`src/rtl/serial_pkg.sv`:
```
// Shared types and constants for the byte-serial UART transmitter.
// State codes, parity selection and frame-length arithmetic.
package serial_pkg;

  typedef enum logic [2:0] {
    ST_IDLE   = 3'd0,
    ST_START  = 3'd1,
    ST_DATA   = 3'd2,
    ST_PARITY = 3'd3,
    ST_STOP   = 3'd4
  } state_t;

  localparam int PAR_NONE = 0;
  localparam int PAR_ODD  = 1;
  localparam int PAR_EVEN = 2;

  localparam int START_BITS = 1;
  localparam int DATA_BITS  = 8;

  function automatic int frameClocks(input int divisor, input int parity, input int stopBits);
    return (START_BITS + DATA_BITS + ((parity != PAR_NONE) ? 1 : 0) + stopBits) * divisor;
  endfunction

endpackage

```
`src/rtl/baud_tick_gen.sv`:
```
// Bit-period divider: one-cycle tick every DIVISOR clocks, realigned by restart.
module baud_tick_gen #(
  parameter int DIVISOR = 8
) (
  input  logic clk,
  input  logic rst,
  input  logic restart,
  output logic tick
);

  localparam int W = $clog2(DIVISOR);
  localparam logic [W-1:0] RELOAD = W'(DIVISOR - 1);

  logic [W-1:0] cnt;

  always_ff @(posedge clk) begin
    if (rst) begin
      cnt <= '0;
    end else if (restart || (cnt == '0)) begin
      cnt <= RELOAD;
    end else begin
      cnt <= cnt - W'(1);
    end
  end

  assign tick = (cnt == '0) && !restart;

endmodule

```
`src/rtl/serial_byte_tx.sv`:
```
// Byte-serial UART transmitter pulling bytes from the packet output buffer.
// A one-byte holding register lets frames leave back-to-back with no idle gap.
//
//   state     | meaning
//   ST_IDLE   | line high, waiting for the holding register to fill
//   ST_START  | start bit (low) for DIVISOR clocks
//   ST_DATA   | 8 data bits, LSB first
//   ST_PARITY | optional parity bit
//   ST_STOP   | STOPBITS stop bits (high); chains directly into ST_START
module serial_byte_tx
  import serial_pkg::*;
#(
  parameter int DIVISOR  = 8,
  parameter int PARITY   = PAR_NONE,
  parameter int STOPBITS = 1
) (
  input  logic       clk,
  input  logic       rst,
  input  logic [7:0] DataVal,
  input  logic       DataReady,
  output logic       DataNext,
  output logic       txd,
  output logic       Busy,
  output logic       Overrun
);

  if (DIVISOR < 2) begin : gBadDivisor
    $error("serial_byte_tx: DIVISOR must be >= 2");
  end
  if ((PARITY < PAR_NONE) || (PARITY > PAR_EVEN)) begin : gBadParity
    $error("serial_byte_tx: PARITY must be 0, 1 or 2");
  end
  if ((STOPBITS != 1) && (STOPBITS != 2)) begin : gBadStop
    $error("serial_byte_tx: STOPBITS must be 1 or 2");
  end

  localparam logic ODD_INV = (PARITY == PAR_ODD);

  state_t     state;
  logic [7:0] hold;
  logic [7:0] shifter;
  logic       holdValid;
  logic       parBit;
  logic [2:0] bitCnt;
  logic       tick;
  logic       restart;
  logic       lastStop;
  logic       transfer;
  logic       capture;

  baud_tick_gen #(.DIVISOR(DIVISOR)) uTick (
    .clk     (clk),
    .rst     (rst),
    .restart (restart),
    .tick    (tick)
  );

  // A byte arriving on the same edge hold empties is treated as an overrun.
  assign restart  = (state == ST_IDLE) && holdValid;
  assign lastStop = (bitCnt == 3'(STOPBITS - 1));
  assign transfer = holdValid && ((state == ST_IDLE) || ((state == ST_STOP) && tick && lastStop));
  assign capture  = DataReady && !holdValid;
  assign Busy     = (state != ST_IDLE) || holdValid;

  always_ff @(posedge clk) begin
    if (rst) begin
      state     <= ST_IDLE;
      hold      <= '0;
      shifter   <= '0;
      holdValid <= 1'b0;
      parBit    <= 1'b0;
      bitCnt    <= '0;
      txd       <= 1'b1;
      DataNext  <= 1'b0;
      Overrun   <= 1'b0;
    end else begin
      if (capture) begin
        hold      <= DataVal;
        holdValid <= 1'b1;
      end else if (transfer) begin
        holdValid <= 1'b0;
      end

      if (DataReady && holdValid) Overrun <= 1'b1;

      DataNext <= !DataReady && (!holdValid || transfer);

      if (transfer) begin
        shifter <= hold;
        parBit  <= (^hold) ^ ODD_INV;
      end

      case (state)
        ST_IDLE: begin
          if (holdValid) begin
            txd   <= 1'b0;
            state <= ST_START;
          end
        end
        ST_START: begin
          if (tick) begin
            txd    <= shifter[0];
            bitCnt <= '0;
            state  <= ST_DATA;
          end
        end
        ST_DATA: begin
          if (tick) begin
            if (bitCnt == 3'd7) begin
              bitCnt <= '0;
              if (PARITY != PAR_NONE) begin
                txd   <= parBit;
                state <= ST_PARITY;
              end else begin
                txd   <= 1'b1;
                state <= ST_STOP;
              end
            end else begin
              shifter <= shifter >> 1;
              txd     <= shifter[1];
              bitCnt  <= bitCnt + 3'd1;
            end
          end
        end
        ST_PARITY: begin
          if (tick) begin
            txd    <= 1'b1;
            bitCnt <= '0;
            state  <= ST_STOP;
          end
        end
        ST_STOP: begin
          if (tick) begin
            if (lastStop) begin
              bitCnt <= '0;
              if (holdValid) begin
                txd   <= 1'b0;
                state <= ST_START;
              end else begin
                state <= ST_IDLE;
              end
            end else begin
              bitCnt <= bitCnt + 3'd1;
            end
          end
        end
        default: begin
          txd   <= 1'b1;
          state <= ST_IDLE;
        end
      endcase
    end
  end

endmodule

```
`config.mk`:
```
export PLATFORM = sky130hd
export DESIGN_NAME = serial_byte_tx
export DESIGN_NICKNAME = d
export VERILOG_FILES = /design/src/rtl/serial_pkg.sv /design/src/rtl/baud_tick_gen.sv /design/src/rtl/serial_byte_tx.sv
export SDC_FILE = /design/constraint.sdc
export NUM_CORES = 1
export LEC_CHECK = 0
export CAP_MARGIN = 15
export CORE_ASPECT_RATIO = 1.4
export CORE_MARGIN = 5
export CORE_UTILIZATION = 45
export CTS_CLUSTER_DIAMETER = 100
export DETAILED_ROUTE_END_ITERATION = 10
export PLACE_DENSITY = 0.66
export SLEW_MARGIN = 20
export SYNTH_ARGS = -nofsm -noshare
export SYNTH_HDL_FRONTEND = slang
export SYNTH_SLANG_ARGS = --single-unit
export TNS_END_PERCENT = 1
```
`constraint.sdc`:
```
create_clock -name clk -period 2.14 [get_ports clk]
set_input_delay 0.321 -clock clk [delete_from_list [all_inputs] [get_ports clk]]
set_output_delay 0.321 -clock clk [all_outputs]
set_load 0.05 [all_outputs]
```
==> results.yml, run 1 <==
status:
  outcome: "completed"
pwr:
  cellLeakagePower_nw: 0.614
  power.share.combinational_pct: 18.6
  vdd_ir_drop_max_mv: 0.516
  internal_power_uw: 915
  power.clock.fraction_pct: 33.6
  power_per_cell_area_nw_per_um2: 795
  fin_total_pwr_mw: 1.26
  switching_part_of_the_total_power_pct: 27.4
  seq_power_share_pct: 47.9
  netSwitchingPower_uw: 345
clock_tree:
  holdBufCountCts: 0
  root_buffer: "clkbuf_8"
  clkLatencyLatePin_ps: 280
  tritoncts: "done"
  cts-buffers-inserted: 5
  cts-root-to-sink-buffers: 2
  cts_resized: 0
  post-cts-setup-buffer-count: 0
  ctsHtreeMaxLevel: 2
  cts.sinks: 29
  clkTransAtPathRegs_ps: 60
synth:
  synth_compound_area_share_pct: 16.0
  synth_cell_type_count: 34
  synth_top_family_by_area: "simple AND/OR/NAND/NOR gates"
  synthSimpleGateAreaFrac_pct: 17.6
  synthesis.instances: 144
  synth_adder_area_share_pct: 4.66
  synth.avg_cell_area_um2: 9.33
  synth_warnings: 0
  post_synth_xor_area_fraction_pct: 0
  seq_area_frac_synth_pct: 43.2
  synth-seq-cells: 29
  synthMuxAreaShare_pct: 11.9
  postSynthNetCount: 160
  syn_area_um2: 1340
placed_design:
  hpwlAfterDp_mm: 1.95
  placed_area_um2: 1500
  dp_worst_setup_slack_ps: 169
  weighted_congestion_reported_at_the_end_of_routability_driven_placement: 0.778
  port_buffers: 14
route:
  detail-route-antenna-nets: 0
  wl_per_cell_um: 13.6
  drt-total-wl_mm: 2.67
  drtIter0Drc: 16
  detail_route.vias_per_cell: 5.32
  first_pass_iters: 4
  route.vias.total: 1042
  remaining_drc_errors: 0
setup_path:
  rr_startpoint: "uTick.cnt[0]"
  reg2reg_setup_slack_ps: 190
  timing.critical_path.to_type: "flop"
  crit_required_ps: 2270
  criticalPathCategory: "flop to flop"
  cp-startpoint: "uTick.cnt[0]"
  crit_arrival_ps: 2080
  crit_path_end: "shifter[6]"
  reg2reg_to: "shifter[6]"
  timing.critical_path.from_type: "flop"
  critPathMaxFanout: 10
  ff2ff_path_depth: 8
floorplan:
  fp.dieArea_um2: 4190
  placement_rows: 23
  core_region_area_um2: 2880
  io_pins: 15
  die_height_um: 74.7
  initial_core_utilization_pct: 46.7
  die_span_x_um: 56.2
sta:
  timing_hold_violations_final: 0
  f_max_mhz: 512
  min_period_ps: 1950
  final.setup.tns_ps: 0
  setup_viol: 0
  rsz0062_at_grt: "false"
  worst_slew_margin_rel_pct: 58.7
  count_of_final_max_slew_check_failures: 0
  clock-skew-final_ps: 2.10
  final_period_util_pct: 91.2
  timing.final.ws_setup_ps: 188
  tightestPinTransition_ps: 603
grt:
  grt_overflow: 0
  grt_pass1_wl_mm: 4.62
  antenna_violations_before_repair: 0
  overall_fraction_of_global_route_tracks_in_use_pct: 14.5
  grt_pass1_vias: 1101
  maximum_number_of_pins_on_one_net_before_global_route_repair: 19
final_layout:
  syn2layout_area_growth_pct: 17.9
  diodes: 0
  layout.core_utilization_pct: 55.0
  post-route-cell-area_um2: 1580
  fin_nets: 174
  final_layout_size_suffix_gt1_share_pct: 8.81
run:
  max_cap_violations: 0
min_path:
  type_of_the_tightest_min_delay_check: "flop to flop"
-- final cells by class --
type,instances,area (µm²)
clock buffer,8,80.1
fill,281,1290
inverter,6,22.5
multi-input combinational,98,674
sequential,29,581
tap,37,46.3
timing repair buffer,18,180
-- critical path: stages (launching register included) --
cell and delay [ps]:
dfxtp_1 310, inv_1 60, ha_1 140, ha_1 280, nand3b_1 210, a211oi_2 250
buf_4 230, mux2i_1 230, a211oi_1 100
-- flip-flops by register name, indices dropped and copies added (netlist names) --
register / count
uTick.cnt: 3
Overrun: 1
shifter: 8
state: 3
holdValid: 1
txd: 1
bitCnt: 3
DataNext: 1
hold: 8
-- power by group through the flow --
stage	logic, mW	registers [mW]	clock network (mW)
after CTS	0.236	0.603	0.441
after global placement	0.227	0.614	0
final	0.234	0.603	0.423
after detailed placement	0.236	0.615	0
after global routing	0.258	0.607	0.463
after floorplan	0.156	0.622	0
-- synthesized netlist by cell type --
cell type,count,area share [%]
or2_1,1,0.47
ha_1,5,4.7
nor2_1,21,5.9
nand2b_1,1,0.47
or2b_1,1,0.56
inv_1,6,1.7
buf_6,3,2.5
buf_1,1,0.28
or4_1,2,1.1
a221o_1,1,0.74
o22a_1,1,0.65
dfxtp_1,29,43
o21ba_2,1,0.74
buf_2,2,0.74
nand3b_1,1,0.56
or4b_1,2,1.5
nor2b_1,3,1.4
and2_4,1,0.65
o21ai_1,1,0.37
o21bai_1,1,0.56
mux2i_1,16,12
a22oi_1,1,0.56
a211oi_2,1,0.93
clkbuf_1,5,1.4
nor3b_4,1,1.4
a2111oi_0,1,0.65
nor3_1,3,1.1
o21ai_0,3,1.1
nor3b_1,1,0.56
a211o_1,1,0.65
a211oi_1,7,3.9
o2111ai_1,1,0.65
nand2_1,7,2.0
a21oi_1,12,4.5
-- worst min-delay path by stage --
stage,from,to,slack (ps),cells after the start
final,uTick.cnt[0],uTick.cnt[0],440,1
after detailed placement,uTick.cnt[0],uTick.cnt[0],440,1
after CTS,uTick.cnt[0],uTick.cnt[0],450,1
after global routing,uTick.cnt[0],uTick.cnt[0],450,1
after global placement,uTick.cnt[0],uTick.cnt[0],410,1
after floorplan,DataReady,DataNext,400,1
-- stage by stage --
step	hold slack [ps]	std cells
3_3_place_gp	415	188
2_1_floorplan	400	144
3_5_place_dp	443	188
5_1_grt	452	196
4_1_cts	447	196
6_report	441	196
-- cell families after synthesis --
kind of cell,Yosys count
AND/OR/NAND/NOR,45
AO/OA/AOI/OAI,32
flip-flops,29
buffers and inverters,17
multiplexers,16
adder cells (fa/ha/maj),5
-- per-layer routing --
layer | up-vias | share of wire (%) | routed length [µm] | GRT usage [%]
li1 | 531 | - | - | -
met1 | 485 | 42 | 1130 | 14.3
met2 | 19 | 51 | 1370 | 26.5
met3 | 7 | 4.5 | 121 | 5.15
met4 | 0 | 2.3 | 61 | 7.92
met5 | - | 0 | 0 | 0
-- layout by cell type (no fill, tap or decap), drive strengths merged, types with 4 or more instances in the layout --
cell / instances
buf: 5
mux2i: 16
ha: 5
a211oi: 8
dfxtp: 29
clkbuf: 8
a21oi: 12
inv: 6
nand2: 7
o21ai: 4
nor2: 21
clkdlybuf4s50: 13
(Power assumes the default switching activity.)
==> run 2: changes to the inputs <==
--- a/config.mk
+++ b/config.mk
@@ -12,6 +12,7 @@
 export CTS_CLUSTER_DIAMETER = 100
 export DETAILED_ROUTE_END_ITERATION = 10
 export PLACE_DENSITY = 0.66
+export REMOVE_ABC_BUFFERS = 1
 export SLEW_MARGIN = 20
 export SYNTH_ARGS = -nofsm -noshare
 export SYNTH_HDL_FRONTEND = slang
==> run 2 against run 1 <==
Via count up 2.2%. Total power up 5.6%. Fmax up 3.1%. Highest routed layer unchanged. Combinational power about the same. Setup slack better by 58 ps. Register-to-register slack better by 60 ps. Die area unchanged. Global-route usage down 0.41 points. Critical path type unchanged. Largest cell class unchanged. Clock skew up 2.4 ps. Sequential power about the same. Cell count up 0.51%. First-iteration DRC count down 6.3%.
==> results.yml, run 2 (synthesis results as in run 1) <==
status:
  outcome: "completed"
grt:
  antenna_violations_before_repair: 0
  overall_fraction_of_global_route_tracks_in_use_pct: 14.1
  grt_pass1_wl_mm: 4.46
  grt_pass1_vias: 1062
  grt_overflow: 0
  maximum_number_of_pins_on_one_net_before_global_route_repair: 16
route:
  detail_route.vias_per_cell: 5.41
  drt-total-wl_mm: 2.52
  route.vias.total: 1065
  detail-route-antenna-nets: 0
  wl_per_cell_um: 12.8
  remaining_drc_errors: 0
  first_pass_iters: 4
  drtIter0Drc: 15
clock_tree:
  clkTransAtPathRegs_ps: 60
  root_buffer: "clkbuf_8"
  post-cts-setup-buffer-count: 0
  cts.sinks: 29
  cts-buffers-inserted: 5
  ctsHtreeMaxLevel: 2
  tritoncts: "done"
  clkLatencyLatePin_ps: 280
  cts-root-to-sink-buffers: 2
floorplan:
  placement_rows: 23
  die_height_um: 74.7
  fp.dieArea_um2: 4190
  initial_core_utilization_pct: 46.7
  io_pins: 15
  core_region_area_um2: 2880
  die_span_x_um: 56.2
sta:
  tightestPinTransition_ps: 675
  count_of_final_max_slew_check_failures: 0
  timing_hold_violations_final: 0
  final.setup.tns_ps: 0
  final_period_util_pct: 88.5
  rsz0062_at_grt: "false"
  setup_viol: 0
  f_max_mhz: 528
  clock-skew-final_ps: 4.46
  min_period_ps: 1890
  worst_slew_margin_rel_pct: 53.8
final_layout:
  mostFrequentLayoutCell: "dfxtp_1"
  most-common-layout-cells: "dfxtp_1 (29), nor2_1 (21), mux2i_1 (16)"
  final_layout_size_suffix_gt1_share_pct: 11.9
  fin_nets: 175
  fillCellCount: 277
  diodes: 0
  finalNonFillerCells: 197
  syn2layout_area_growth_pct: 20.2
  reg.largest.list: "hold: 8 flops, shifter: 8 flops"
setup_path:
  criticalPathCategory: "flop to flop"
  critPathMaxFanout: 10
  crit_required_ps: 2330
  crit_arrival_ps: 2080
  timing.critical_path.from_type: "flop"
  rr_startpoint: "uTick.cnt[0]"
  cp-startpoint: "uTick.cnt[0]"
  timing.critical_path.to_type: "flop"
run:
  max_cap_violations: 0
pwr:
  vdd_ir_drop_max_mv: 0.441
  fin_total_pwr_mw: 1.33
  cellLeakagePower_nw: 0.632
  power_per_cell_area_nw_per_um2: 823
placed_design:
  weighted_congestion_reported_at_the_end_of_routability_driven_placement: 0.839
  hpwlAfterDp_mm: 1.84
  port_buffers: 14
  numPlacedInstances: 189
min_path:
  hold_startpoint: "uTick.cnt[0]"
  type_of_the_tightest_min_delay_check: "flop to flop"
[run 2: cell types whose count changed in the layout (fill, tap and decap cells not counted), sizes merged]
cell and delta:
buf +1, clkbuf -1, clkinv +1
[run 2: final cells by class]
type,instances,area [µm²],share of cell area (%)
Clock inverter,1,5.00,0.310
Inverter,6,22.5,1.39
Multi-Input combinational cell,98,677,41.9
Tap cell,37,46.3,2.87
Clock buffer,7,96.3,5.96
Sequential cell,29,581,35.9
Timing Repair Buffer,19,188,11.6
[run 2: repair_timing]
item | 4_1_cts | 5_1_grt
hold buffers | 0 | 0
endpoints found under the setup margin | 0 | 1
gates resized for setup | 0 | 1
[run 2: power by group]
group          internal [mW]  switching, mW
logic                  0.109          0.126
clock network          0.290          0.201
registers              0.578         0.0248
[run 2: path summary, 6_finish.rpt]
kind                  end  slack, ps  cells after the start
min          uTick.cnt[0]        430                      1
max            shifter[3]        250                      8
max reg2reg    shifter[3]        250                      8
min reg2reg  uTick.cnt[0]        430                      1
[run 2: through the flow]
stage	hold WS, ps	util (%)	cell area (µm²)	worst slack (ps)
floorplan	390	-	1280	132
global placement	418	52.5	1510	214
detailed placement	431	52.5	1510	205
CTS	440	56.0	1610	162
global route	469	56.1	1620	76.6
finish	432	56.1	1620	246
[run 2: metal layers]
layer  wire, µm  vias up  part of all wire [%]  track usage [%]
li1           -      537                     -                -
met1       1090      498                    43             14.6
met2       1260       22                    50             24.2
met4         83        0                   3.3             9.50
met3         94        8                   3.7             4.80
met5          0        -                     0                0
[run 2: critical path: stages, from the launching register on]
cell and delay (ps):
dfxtp_1 310, inv_1 50, ha_1 140, ha_2 250
nand3b_1 190, a211oi_2 250, buf_4 230, mux2i_1 100
a211oi_1 260
==> run 3: changes to the inputs <==
--- a/config.mk
+++ b/config.mk
@@ -11,10 +11,11 @@
 export CORE_UTILIZATION = 45
 export CTS_CLUSTER_DIAMETER = 100
 export DETAILED_ROUTE_END_ITERATION = 10
-export PLACE_DENSITY = 0.66
+export PLACE_DENSITY = 0.75
 export REMOVE_ABC_BUFFERS = 1
 export SLEW_MARGIN = 20
 export SYNTH_ARGS = -nofsm -noshare
 export SYNTH_HDL_FRONTEND = slang
+export SYNTH_HIERARCHICAL = 1
 export SYNTH_SLANG_ARGS = --single-unit
 export TNS_END_PERCENT = 1
==> run 3 against run 2 <==
Via count grew 5.1%. Critical path type unchanged. Die area grew 2.1%. Setup slack lost 84 ps. Synthesized area grew 2.5%. Non-clock buffer count grew 3. Cell count grew 5.1%. Sequential share of layout area shrank 1.4 points. First-iteration DRC count grew 53%. Design area grew 4.2%. Clock skew grew 4.5 ps.
==> results.yml, run 3 <==
sta:
  rsz0062_at_grt: "false"
  worst_slew_margin_rel_pct: 66.6
  clock-skew-final_ps: 8.91
  timing_hold_violations_final: 0
  min_period_ps: 1980
  setup_viol: 0
  final_period_util_pct: 92.4
  f_max_mhz: 506
  tightestPinTransition_ps: 500
  count_of_final_max_slew_check_failures: 0
route:
  detail-route-antenna-nets: 0
  drtIter0Drc: 23
  drt-total-wl_mm: 2.88
  route.vias.total: 1119
  first_pass_iters: 4
  wl_per_cell_um: 13.9
  detail_route.vias_per_cell: 5.41
  remaining_drc_errors: 0
setup_path:
  timing.critical_path.to_type: "flop"
  crit_arrival_ps: 2160
  criticalPathCategory: "flop to flop"
  reg2reg_to: "shifter[3]"
  rr_startpoint: "uTick/cnt[0]"
  timing.critical_path.from_type: "flop"
  critPathMaxFanout: 10
  crit_required_ps: 2320
  crit_path_end: "shifter[3]"
  ff2ff_path_depth: 9
  cp-startpoint: "uTick/cnt[0]"
  reg2reg_setup_slack_ps: 160
placed_design:
  port_buffers: 14
  hpwlAfterDp_mm: 2.11
  placed_area_um2: 1590
  weighted_congestion_reported_at_the_end_of_routability_driven_placement: 0.806
grt:
  maximum_number_of_pins_on_one_net_before_global_route_repair: 20
  antenna_violations_before_repair: 0
  grt_pass1_vias: 1097
  grt_overflow: 0
  grt_pass1_wl_mm: 5.00
  overall_fraction_of_global_route_tracks_in_use_pct: 15.4
clock_tree:
  clkLatencyLatePin_ps: 280
  tritoncts: "done"
  root_buffer: "clkbuf_8"
  cts-root-to-sink-buffers: 2
  cts-buffers-inserted: 5
  cts.sinks: 29
  ctsHtreeMaxLevel: 2
  clkTransAtPathRegs_ps: 60
  post-cts-setup-buffer-count: 0
final_layout:
  syn2layout_area_growth_pct: 22.2
  reg.largest.list: "hold: 8 flops, shifter: 8 flops"
  layout.core_utilization_pct: 57.9
  fin_nets: 186
  mostFrequentLayoutCell: "dfxtp_1"
  final_layout_size_suffix_gt1_share_pct: 12.4
  fillCellCount: 250
  diodes: 0
  most-common-layout-cells: "dfxtp_1 (29), nor2_1 (27), mux2i_1 (17)"
  post-route-cell-area_um2: 1680
run:
  max_cap_violations: 0
floorplan:
  io_pins: 15
  fp.dieArea_um2: 4280
  die_span_x_um: 56.8
  die_height_um: 75.5
  core_region_area_um2: 2910
  initial_core_utilization_pct: 47.4
  placement_rows: 23
synth:
  post_synth_main_area_contributors: "dfxtp_1 (42%), mux2i_1 (12%), nor2_1 (7.6%)"
  synthesis.instances: 151
  synth_async_sr_flop_share_pct: 0
  synth_cell_type_count: 32
  seq_area_frac_synth_pct: 42.1
  synthMostInstantiatedCell: "dfxtp_1"
  synth_largest_area_cell: "dfxtp_1"
  edff_count_synth: 0
  synth.avg_cell_area_um2: 9.12
  yosysTopAreaCellShare_pct: 42.1
  netlist_top_cells_count: "dfxtp_1 (29), nor2_1 (28), mux2i_1 (17)"
  synth_warnings: 6
  syn_area_um2: 1380
  synth_ff_type: "dfxtp_1"
  synth-seq-cells: 29
status:
  outcome: "completed"
pwr:
  power_per_cell_area_nw_per_um2: 793
  cellLeakagePower_nw: 0.685
  vdd_ir_drop_max_mv: 0.539
min_path:
  type_of_the_tightest_min_delay_check: "flop to flop"
run 3: cell count changes after synthesis, moves of 3 or more:
| cell | before | now |
|---|---|---|
| a21oi_1 | 12 | 6 |
| clkbuf_1 | 5 | 8 |
| a31oi_1 | 0 | 3 |
| nor2_1 | 21 | 28 |
| nand2b_1 | 1 | 4 |
run 3: how the worst min path moves through the flow:
stage	slack, ps	endpoint	start	cells after the start
global route	510	Overrun	Overrun	2
detailed placement	460	Overrun	Overrun	2
finish	470	Overrun	Overrun	2
CTS	470	Overrun	Overrun	2
floorplan	390	uTick/cnt[0]	rst	1
global placement	440	uTick/cnt[0]	uTick/cnt[0]	1
run 3: final cells by class:
type / instances / area [µm²] / share of cell area, %
Inverter: 8 / 30.0 / 1.78
Tap cell: 37 / 46.3 / 2.75
Clock buffer: 7 / 86.3 / 5.13
Multi-Input combinational cell: 104 / 726 / 43.1
Sequential cell: 29 / 581 / 34.5
Timing Repair Buffer: 22 / 214 / 12.7
run 3: report_power, final:
group          total, mW  internal (mW)  switching, mW
logic              0.276          0.122          0.155
registers          0.599          0.577         0.0222
clock network      0.460          0.255          0.205
total               1.34          0.953          0.382
run 3: cells by family after synthesis:
group / Yosys count / synth area share (%)
compound gates: 29 / 15.4
buf+inv: 18 / 5.54
fa+ha+maj: 5 / 4.54
flops: 29 / 42.1
mux: 18 / 13.2
simple gates: 52 / 19.2
run 3: routing by layer:
layer,global-route usage (%),wire length (µm),vias up
met5,0,0,-
met1,15.3,1130,518
met2,27.6,1520,27
li1,-,-,564
met3,5.76,133,10
met4,9.02,96,0
run 3: worst max-delay path, stage by stage, from the launching register on:
cell and delay (ps):
dfxtp_1 310, inv_1 70, ha_1 230, nand2b_4 70, nor2_2 160, nand3b_4 130
a2111oi_4 360, buf_6 200, mux2i_1 80, a211oi_1 250
run 3: repair_timing:
action	CTS	global route
setup endpoints to repair	0	8
resized for setup	0	3
hold buffers	0	0
run 3: metrics by stage:
step | hold slack [ps] | setup WS, ps | total power, mW | cells | setup TNS (ps)
floorplan | 390 | -443 | 0.782 | 141 | -3930
global placement | 437 | 173 | 0.869 | 200 | 0
detailed placement | 461 | 57.6 | 0.882 | 200 | 0
CTS | 471 | 40.4 | 1.34 | 207 | 0
global route | 507 | 0.250 | 1.40 | 207 | 0
finish | 466 | 162 | 1.34 | 207 | 0
==> RTL edit 1: new RTL, config.mk and constraints of run 2 <==
The 5 states of `state_t` get a one-hot encoding in 5 bits.
--- a/src/rtl/serial_pkg.sv
+++ b/src/rtl/serial_pkg.sv
@@ -2,12 +2,12 @@
 // State codes, parity selection and frame-length arithmetic.
 package serial_pkg;
 
-  typedef enum logic [2:0] {
-    ST_IDLE   = 3'd0,
-    ST_START  = 3'd1,
-    ST_DATA   = 3'd2,
-    ST_PARITY = 3'd3,
-    ST_STOP   = 3'd4
+  typedef enum logic [4:0] {
+    ST_IDLE   = 5'b00001,
+    ST_START  = 5'b00010,
+    ST_DATA   = 5'b00100,
+    ST_PARITY = 5'b01000,
+    ST_STOP   = 5'b10000
   } state_t;
 
   localparam int PAR_NONE = 0;
Function: same outputs for any inputs over 10 cycles, from zero or initial values and one cycle with rst high; not proved beyond that.
==> RTL edit 1 against run 2 <==
- combinational power up 41%
- global-route usage is 0.69 points higher
- total power up 7.2%
- area after synthesis up 15%
- sequential share of layout area fell by 2.8 points
- cell area is 12% higher
- non-clock buffer count is 3 higher
- routed wire length grew 24%
- count of clock-buffer cells in the layout is the same
- worst setup slack worse by 0.19 ns
- sequential cell count increased by 1
- clock power is 6.7% lower
- core utilization is 1.9 points lower
- largest cell class unchanged
- highest routed layer unchanged
==> RTL edit 1: results (changes against run 2) <==
stage	metric	value	unit	change
global_routing	vias in the first global route	1260		+19%
layout	# fillers	298		+7.6%
layout	Final nets	207		+18%
synth	sequential area share after synthesis	39.0	%	-4.2 points
global_routing	grt met2 use	25.6	%	+1.4 points
layout	layout cells sized above 1	15.1	%	+3.2 points
worst_setup_path	CP max-delay cell	or4b_4		
routing	DR vias/cell	5.49		+1.5%
synth	xor/xnor share of the synthesized area	1.14	%	+1.1 points
worst_setup_path	maximum net fanout on the critical path	11		+1
layout	Logic inverters	9		+3
power	worst IR drop on VDD	584	uV	+32%
worst_setup_path	Critical Path Start	state[1]$_SDFFE_PP0P_		
worst_setup_path	Crit path arrival time	1.76	ns	-0.32 ns
place	post-DP HPWL	2310	microns	+26%
global_routing	GR Util met1	15.4	%	+0.72 points
global_routing	first-pass GRT wire length	5340	microns	+20%
sta	Setup Skew	0.00294	ns	-0.00152 ns
global_routing	total track usage	14.8	%	+0.69 points
synth	synth cell count leaders	dfxtp_1, a21oi_1, nand2_1		
sta	Slew headroom	62.1	%	+8.3 points
layout	Non-clock buffer share	10.9	%	-0.73 points
power	sequential cell power	637	uW	+5.6%
synth	number of library cell types mapped by synthesis	42		+24%
routing	Initial DRC Count	29		+14
worst_setup_path	crit-path max cell delay	0.63	ns	+0.32 ns
outcome	status	finished, final reports clean		
==> RTL edit 1: timing repair <==
action | CTS | global route
gates resized for setup | 2 | 1
setup endpoints to repair | 1 | 1
setup buffers | 0 | 0
==> RTL edit 1: routing by layer <==
layer  up-vias  wire (microns)
met4         0             135
met1       575            1310
met5         -               0
li1        658               -
met2        28            1560
met3        12             136
==> RTL edit 1: per-stage QoR <==
stage	cell area (sq um)	hold slack, ns	utilization, %	setup WS (ns)	TNS (ns)
after floorplan	1470	0.390	-	0.377	0
after global placement	1710	0.416	51.2	0.332	0
after detailed placement	1710	0.423	51.2	0.273	0
after CTS	1810	0.432	54.1	0.0372	0
after global routing	1820	0.452	54.2	-0.0100	-0.0100
final	1820	0.432	54.2	0.0600	0
==> RTL edit 1: worst paths after layout <==
check / endpoint / depth (start not counted)
worst max-delay path: Busy / 4
worst min-delay path: uTick.cnt[0]$_SDFF_PP0_ / 1
worst max register to register: state[0]$_SDFFE_PP1P_ / 4
worst min register to register: uTick.cnt[0]$_SDFF_PP0_ / 1
==> RTL edit 2: new RTL, settings of run 2 <==
Without the edit above. `DIVISOR` is set to 8 in 2 places; all go to 4.
--- a/src/rtl/baud_tick_gen.sv
+++ b/src/rtl/baud_tick_gen.sv
@@ -1,6 +1,6 @@
 // Bit-period divider: one-cycle tick every DIVISOR clocks, realigned by restart.
 module baud_tick_gen #(
-  parameter int DIVISOR = 8
+  parameter int DIVISOR = 4
 ) (
   input  logic clk,
   input  logic rst,
--- a/src/rtl/serial_byte_tx.sv
+++ b/src/rtl/serial_byte_tx.sv
@@ -10,7 +10,7 @@
 module serial_byte_tx
   import serial_pkg::*;
 #(
-  parameter int DIVISOR  = 8,
+  parameter int DIVISOR  = 4,
   parameter int PARITY   = PAR_NONE,
   parameter int STOPBITS = 1
 ) (
Behaviour: not the same (a bounded check fails within 10 cycles, from zero or initial values and one cycle with rst high).
==> RTL edit 2 against run 2 <==
- first-iteration DRC count shrank 13%
- count of clock-buffer cells in the layout shrank 3
- total power shrank 15%
- sequential cell count shrank 1
- worst setup slack gained 0.12 ns
- final cell count shrank 3.6%
- routed wire length grew 0.48%
- cell area shrank 4.3%
- area after synthesis grew 0.47%
- critical path depth shrank 1
==> RTL edit 2: results (changes against run 2) <==
stage	metric	value	unit	change
outcome	status	finished, final reports clean		
worst_setup_path	reg2reg setup slack	0.36	ns	+0.12 ns
layout	Non-clock buffer share	11.3	%	-0.29 points
global_routing	first-pass GRT wire length	4510	microns	+1.2%
cts	total clock buffers created by CTS	3		-2
power	PwrDens	727	mW/mm^2	-12%
worst_setup_path	Worst R2R Path Depth	7		-1
cts	post-cts sizing count	0		unchanged
job	max-cap violations	0		unchanged
worst_setup_path	crit-path max cell delay	0.34	ns	+0.03 ns
power	sequential cell power	582	uW	-3.5%
worst_setup_path	FF-to-FF Start	bitCnt[0]$_SDFFE_PP0P_		
routing	Routed WL per cell	13.3	microns	+4.2%
cts	clk sinks	28		-3.4%
synth	xor/xnor share of the synthesized area	0	%	unchanged
place	post-DP HPWL	1970	microns	+7.3%
power	Top power group	sequential cells		
synth	synth cell count leaders	dfxtp_1, nor2_1, mux2i_1		
routing	Initial DRC Count	13		-2
routing	TritonRoute pass-1 iters	4		unchanged
worst_setup_path	crit path capture	shifter[1]$_SDFF_PP0_		
routing	Vias	1004		-5.7%
sta	actual slew at the worst max-slew pin	0.501	ns	-0.174 ns
synth	adder-cell share of the synthesized area	3.71	%	-0.95 points
layout	Final nets	169		-3.4%
synth	Post-synth ARST share	0	%	unchanged
hold_path	Worst Hold Path Cells	1		unchanged
power	P_leak	0.615	nW	-2.6%
global_routing	antenna violations before repair	0		unchanged
synth	mux cell area share after synthesis	12.7	%	+0.78 points
worst_setup_path	maximum net fanout on the critical path	10		unchanged
power	Clk power	314	uW	-36%
layout	Layout clock area frac	3.56	%	-2.7 points
cts	Worst-path clk slew	0.09	ns	+0.03 ns
layout	layout cells sized above 1	14.4	%	+2.5 points
cts	htree depth	1		-1
power	Net Sw Frac	27.1	%	+0.56 points
sta	Setup Skew	0.00249	ns	-0.00197 ns
power	worst IR drop on VDD	460	uV	+4.5%
layout	Logic inverters	7		+1
global_routing	largest net degree at the start of global routing	16		unchanged
layout	# fillers	276		-0.36%
layout	sequential portion of the cell area	36.2	%	+0.30 points
sta	Fmax achieved	562	MHz	+6.5%
layout	Multi-In Gates	95		-3.1%
cts	clk_lat worst skew	0.26	ns	-0.02 ns
synth	sequential area share after synthesis	41.5	%	-1.7 points
layout	multi-input combinational area share	44.2	%	+2.3 points
synth	top cells by area, synth	dfxtp_1, mux2i_1, nor2_1, a211oi_2, ha_1		
layout	clock buf count	4		-3
synth	compound-gate portion of the synthesized area	17.3	%	+1.3 points
synth	number of library cell types mapped by synthesis	31		-8.8%
global_routing	total track usage	13.3	%	-0.80 points
place	Placer Congestion	0.835		-0.49%
==> RTL edit 2: changes by cell type after synthesis, moves of 2 or more <==
| cell | change |
|---|---|
| a31oi_1 | +2 |
| o21ai_0 | +2 |
| nor2_1 | +6 |
| a21oi_1 | -4 |
| a211oi_1 | -6 |
| a211oi_2 | +6 |
| or4_1 | -2 |
| or4b_1 | -2 |
==> RTL edit 2: per-stage QoR <==
step	util (%)	cell area (sq um)	cells	hold slack, ns
final	53.7	1550	190	0.432
after CTS	53.7	1550	190	0.438
after floorplan	-	1270	130	0.386
after detailed placement	51.8	1490	186	0.424
after global placement	51.8	1490	186	0.417
after global routing	53.7	1550	190	0.464
==> RTL edit 2: metal layers <==
metal / global-route usage (%) / routed length [microns] / share of wire [%]
met2: 27.3 / 1400 / 55
met3: 1.54 / 61 / 2.4
met1: 14.0 / 1070 / 42
met4: 3.96 / 10 / 0.39
met5: 0 / 0 / 0
